**config.mk**
```make
export PLATFORM = sky130hd
export DESIGN_NAME = vector_unpacker
export DESIGN_NICKNAME = d
export VERILOG_FILES = /design/src/rtl/vector_pkg.sv /design/src/rtl/vector_byte_collector.sv /design/src/rtl/vector_unpacker.sv
export SDC_FILE = /design/constraint.sdc
export NUM_CORES = 1
export LEC_CHECK = 0
export CAP_MARGIN = 20
export CORE_ASPECT_RATIO = 1.5
export CORE_MARGIN = 2
export CORE_UTILIZATION = 50
export CTS_BUF_LIST = sky130_fd_sc_hd__clkbuf_4
export DETAILED_ROUTE_END_ITERATION = 10
export GPL_ROUTABILITY_DRIVEN = 0
export PLACE_DENSITY = 0.82
export REMOVE_ABC_BUFFERS = 1
export SYNTH_ARGS = -nofsm -noshare
export SYNTH_HDL_FRONTEND = slang
export SYNTH_HIERARCHICAL = 1
export SYNTH_SLANG_ARGS = --single-unit
```
**constraint.sdc**
```tcl
create_clock -name clk -period 4.1 [get_ports clk]
set_input_delay 0.615 -clock clk [delete_from_list [all_inputs] [get_ports clk]]
set_output_delay 0.615 -clock clk [all_outputs]
set_load 0.03 [all_outputs]
```
**src/rtl/vector_pkg.sv**
```systemverilog
// Shared constants, types and helpers for the vector unpacker.
// Frame layout: {a, b, c, d, e, f, 2'b11}, most-significant byte first.
package vector_pkg;

    localparam int FIELD_W         = 5;
    localparam int NUM_FIELDS      = 6;
    localparam int BYTES_PER_FRAME = 4;
    localparam int FRAME_W         = 32;
    localparam int IDX_W           = $clog2(BYTES_PER_FRAME);

    localparam logic [1:0] TRAILER = 2'b11;

    typedef enum logic {
        COLLECT,
        HOLD
    } state_t;

    typedef struct packed {
        logic [FIELD_W-1:0] a;
        logic [FIELD_W-1:0] b;
        logic [FIELD_W-1:0] c;
        logic [FIELD_W-1:0] d;
        logic [FIELD_W-1:0] e;
        logic [FIELD_W-1:0] f;
    } fields_t;

    // Split a completed word into its six fields, dropping the trailer.
    function automatic fields_t unpack_frame(
        input logic [FRAME_W-1:0] w
    );
        fields_t r;
        r = w[FRAME_W-1:2];
        return r;
    endfunction

endpackage

```
**src/rtl/vector_byte_collector.sv**
```systemverilog
// Byte shift register plus byte index; flags the beat that completes a frame.
// frame shows the word as it will be after the current beat is shifted in.
module vector_byte_collector
    import vector_pkg::*;
(
    input  logic               clk,
    input  logic               rst_n,
    input  logic [7:0]         in_data,
    input  logic               beat,
    output logic [FRAME_W-1:0] frame,
    output logic               frame_done
);

    logic [FRAME_W-1:0] shift_q;
    logic [IDX_W-1:0]   idx_q;

    assign frame      = {shift_q[FRAME_W-9:0], in_data};
    assign frame_done = beat && (idx_q == IDX_W'(BYTES_PER_FRAME - 1));

    // Shift each accepted byte in and advance the index; it wraps after byte 3.
    always_ff @(posedge clk or negedge rst_n) begin
        if (!rst_n) begin
            shift_q <= '0;
            idx_q   <= '0;
        end else if (beat) begin
            shift_q <= frame;
            idx_q   <= frame_done ? '0 : idx_q + 1'b1;
        end
    end

endmodule

```
**src/rtl/vector_unpacker.sv**
```systemverilog
// Receives 4-byte packed frames and presents six 5-bit fields on valid/ready.
// VECTOR_UNPACK_CHECK_EN: drop bad-trailer frames and count them in err_cnt.
module vector_unpacker
    import vector_pkg::*;
#(
    parameter int ERR_CNT_W = 8
) (
    input  logic                 clk,
    input  logic                 rst_n,
    input  logic [7:0]           in_data,
    input  logic                 in_valid,
    output logic                 in_ready,
    output logic [FIELD_W-1:0]   a,
    output logic [FIELD_W-1:0]   b,
    output logic [FIELD_W-1:0]   c,
    output logic [FIELD_W-1:0]   d,
    output logic [FIELD_W-1:0]   e,
    output logic [FIELD_W-1:0]   f,
    output logic                 out_valid,
    input  logic                 out_ready,
    output logic [ERR_CNT_W-1:0] err_cnt
);

    state_t             state_q;
    state_t             state_d;
    fields_t            fields_q;
    logic [FRAME_W-1:0] frame;
    logic               frame_done;
    logic               beat;
    logic               accept_frame;

    // Both handshake outputs come straight from the state register.
    assign in_ready  = (state_q == COLLECT);
    assign out_valid = (state_q == HOLD);
    assign beat      = in_valid && in_ready;

    vector_byte_collector u_collector (
        .clk        (clk),
        .rst_n      (rst_n),
        .in_data    (in_data),
        .beat       (beat),
        .frame      (frame),
        .frame_done (frame_done)
    );

`ifdef VECTOR_UNPACK_CHECK_EN
    logic                 trailer_ok;
    logic [ERR_CNT_W-1:0] err_q;

    assign trailer_ok   = (frame[1:0] == TRAILER);
    assign accept_frame = frame_done && trailer_ok;
    assign err_cnt      = err_q;

    // Count dropped frames, sticking at all-ones.
    always_ff @(posedge clk or negedge rst_n) begin
        if (!rst_n) begin
            err_q <= '0;
        end else if (frame_done && !trailer_ok && (err_q != '1)) begin
            err_q <= err_q + 1'b1;
        end
    end
`else
    logic unused_trailer;

    assign unused_trailer = ^frame[1:0];
    assign accept_frame   = frame_done;
    assign err_cnt        = '0;
`endif

    // State register.
    always_ff @(posedge clk or negedge rst_n) begin
        if (!rst_n) begin
            state_q <= COLLECT;
        end else begin
            state_q <= state_d;
        end
    end

    // Next state: hold a decoded frame until the consumer takes it.
    always_comb begin
        state_d = state_q;
        unique case (state_q)
            COLLECT: if (accept_frame) state_d = HOLD;
            HOLD:    if (out_ready)    state_d = COLLECT;
            default: state_d = COLLECT;
        endcase
    end

    // Latch fields on the completing beat; stable through HOLD.
    always_ff @(posedge clk or negedge rst_n) begin
        if (!rst_n) begin
            fields_q <= '0;
        end else if (accept_frame) begin
            fields_q <= unpack_frame(frame);
        end
    end

    assign a = fields_q.a;
    assign b = fields_q.b;
    assign c = fields_q.c;
    assign d = fields_q.d;
    assign e = fields_q.e;
    assign f = fields_q.f;

endmodule
```
Word level (Yosys, flattened, before mapping) --
Cells that the tools add are included.
Word-level totals: register bits 57, latch bits 0, memory bits (writable) 0, memory bits (read-only) 0, output and inout bits 40, logic and storage cells 18, memories kept 0
Operators by class: add/sub/neg operators 1, $mul 0, divide/modulo/power cells 0, $lt $le $gt $ge 0, equal/unequal tests 1, shifts and indexed selects 0, muxes and demuxes 4, bitwise logic cells 1, reduce and logical (&&, ||, !) cells 2
Operator list (number):
- adder 2 x 1 -> 2 bit (second input constant) | 1
- equality test 2 bit (second input constant) | 1
- logical AND 1 bit | 2
- two-way mux 1 bit | 2
- two-way mux 2 bit | 1
- one-hot mux 1 bit (2 select lines) | 1
- NOT 1 bit | 1

Longest topological paths before layout --
depth after elaboration 5, gate-level depth with buffers 6, mapped depth without buffers 4

By module --
Netlist, hierarchy kept.
By module, submodules not included:
- vector_unpacker | times used 1, cells an instance 77, area each 1233.7 µm², sequential area each 775.7 µm²
- vector_byte_collector | times used 1, cells an instance 66, area each 1148.6 µm², sequential area each 650.6 µm²

Least setup slack after synthesis --
No wires, ideal clock.
path kind input to register, from input port in_valid, to register fields_q, in the netlist a[0], library setup time 125 ps, arrival time 1744 ps, required time 3975 ps, slack 2231 ps, cell stages on the path 6, buffers on the path 3, cells stage by stage nor2b_1 > buf_6 > buf_12 > and2_1 > buf_6 > mux2_2
Between the ends: cells in the longest elaborated chain, start to end 2
RTL lines:
- start: declaration | line vector_unpacker.sv:11 | input logic in_valid,
- logical AND 1 bit | line vector_unpacker.sv:35 | assign beat = in_valid && in_ready;
- logical AND 1 bit | line vector_byte_collector.sv:18 | assign frame_done = beat && (idx_q == IDX_W'(BYTES_PER_FRAME - 1));
- via accept_frame | line vector_unpacker.sv:30 | logic accept_frame;
- end signal: assignment | line vector_unpacker.sv:94 | fields_q <= unpack_frame(frame);
- end: declaration | line vector_unpacker.sv:26 | fields_t fields_q;
The timed path passes the listed nets, and every way through them passes these cells. A chain may end at the register's enable or synchronous reset.

Worst setup path after layout --
from register state_q, in the netlist out_valid, to output port in_ready
Between the ends: cells in the longest elaborated chain, start to end 1
RTL lines:
- start: declaration | line vector_unpacker.sv:24 | state_t state_q;
- start signal: assignment | line vector_unpacker.sv:75 | state_q <= state_d;
- NOT 1 bit | line vector_unpacker.sv:33 | assign in_ready = (state_q == COLLECT);
- end: declaration | line vector_unpacker.sv:12 | output logic in_ready,
No other way between the ends.

==> key figures <==
Clock tree
  • CTS tree: built
  • Clock Latency Late Sink: 0.38 ns
  • CTS buffer count: 9
  • Clock tree sinks: 57
  • Hold buffers post-CTS: 0
  • Post-CTS Setup Inserts: 0
  • Post-CTS sizing: 0
  • Clock buffer depth: 2
  • Clock Pin Slew Worst Setup and Hold Paths: 0.08 ns
  • H-tree depth: 3
  • CTS Root Cell: clkbuf_4

Detailed routing
  • DR vias/cell: 4.760
  • Drt total wl: 3854 um
  • DRT iter0 DRCs: 24
  • Final ANT Viol Nets: 0
  • Routed len/inst: 15.17 um
  • Via count: 1209
  • Drc violations: 0
  • Pre-antenna DRT Iters: 4

Synth
  • Synth warn: 6
  • Synthesized cell area: 2367 um2
  • Avg Cell Area, Syn: 16.79 um2
  • Synthesized instance count: 141

Setup path
  • Critical Path Start Type: flop
  • Kind of end point of the critical path: output port
  • Critical Path Max Stage Delay: 0.67 ns
  • Crit path DAT: 1.59 ns
  • Required time of the critical path: 3.48 ns
  • CP max-delay cell: clkdlybuf4s50_1
  • Worst-path fanout max: 4
  • Buf+Inv Stages, Crit Path: 2
  • Kind of cell adding the most delay to the critical path: buffers and inverters
  • Worst path cell trace: inv_1, clkdlybuf4s50_1
  • Critical path class: flop to output port

GRT
  • Grt total ovfl: 0
  • First-pass GRT wire length: 6382 um
  • Initial antenna violation count: 0
  • Number of global-route vias before repair: 1322
  • Largest net degree at the start of global routing: 58
  • Total GRT Usage: 16.97%

Layout
  • Multi-input gate area: 780.7 um2
  • Commonest non-fill, non-tap cell in the layout: dfrtp_1
  • Layout cells sized above 1: 38.95%
  • Sequential cell area: 1426 um2
  • Nets: 198
  • Fillcell total: 337
  • Layout area overhead: 21.14%
  • Commonest non-fill, non-tap cells in the layout: 57 x dfrtp_1, 42 x clkdlybuf4s50_1, 37 x mux2_2
  • Diode count: 0

Timing
  • Slew Limit Headroom: 54.20%
  • Setup Skew: 0.008715 ns
  • Max Fclk: 0.4536 GHz
  • Fin crit period: 2.204 ns
  • Final period util: 53.77%
  • Worst Tran Pin Value: 0.6870 ns
  • Setup violations, final: 0
  • Slew Viols, Final: 0
  • Unrepaired setup endpoints after global routing: false
  • Fin. Hold Viols: 0
  • Worst setup margin: 1.896 ns
  • Sum Neg Setup Slack: 0 ns

Power
  • Leakage power: 1.275 nW
  • Total power: 2.579 mW
  • Power Dens Cells: 899.3 nW/um2
  • Max IR drop VDD: 0.4486 mV

Job
  • Max-Cap Viols: 0

Min path
  • Min-delay worst type: input port to asynchronous set/reset pin

Die
  • Starting Density: 52.12%
  • # IOs: 52
  • Die height: 88.27 um
  • Core region area: 4542 um2
  • Die area: 5312 um2
  • DIE WIDTH: 60.18 um
  • Row count: 30

Place
  • Post-DP HPWL: 2663 um
  • Port-buffer cells: 43
  • Dpl ws: 1.496 ns

Outcome
  • Status: finished clean
-- sequential cells by signal, indices dropped and copies added, names as in the netlist --
| name | cells |
|---|---|
| f | 5 |
| u_collector/shift_q | 24 |
| d | 5 |
| c | 5 |
| out_valid | 1 |
| b | 5 |
| e | 5 |
| a | 5 |
| u_collector/idx_q | 2 |
-- layer usage --
layer	vias up	part of all wire, %	GRT usage [%]	wire length (um)
li1	556	-	-	-
met1	612	43	21.62	1667
met2	35	51	25.20	1959
met3	6	4.1	6.871	157
met4	0	1.8	7.879	70
met5	-	0	0	0
-- metrics by stage --
stage / utilization [%] / hold WS (ns) / instances / cell area, um2
after global placement: 60.30 / 0.4854 / 238 / 2739
after global routing: 63.14 / 0.3878 / 254 / 2868
final: 63.14 / 0.3564 / 254 / 2868
after detailed placement: 60.30 / 0.4925 / 238 / 2739
after floorplan: - / 0.3194 / 128 / 2203
after CTS: 63.14 / 0.3676 / 254 / 2868
-- area by class of cell --
type	instances	share of cell area (%)
multi-input cells	70	27.23
clock buffers	11	2.880
well taps	64	2.792
flip-flops and latches	57	49.74
repair buffers	46	15.62
clock inverters	5	1.614
inverters	1	0.1309
-- power by group --
| group | internal, mW | switching, mW |
|---|---|---|
| combinational | 0.619 | 0.569 |
| sequential | 0.841 | 0.174 |
| clock | 0.193 | 0.183 |
-- worst paths after layout --
check                                              from       end  slack [ns]  cells after the start
worst max register to register     u_collector/idx_q[0]      b[2]        2.10                      4
worst min-delay path                              rst_n      f[3]        0.36                      2
max in group asynchronous                         rst_n      b[1]        3.29                      2
worst max-delay path                          out_valid  in_ready        1.90                      2
worst min register to register  u_collector/shift_q[22]      a[3]        0.51                      1
min in group clk                u_collector/shift_q[22]      a[3]        0.51                      1
Power figures use the tool's default switching activity.
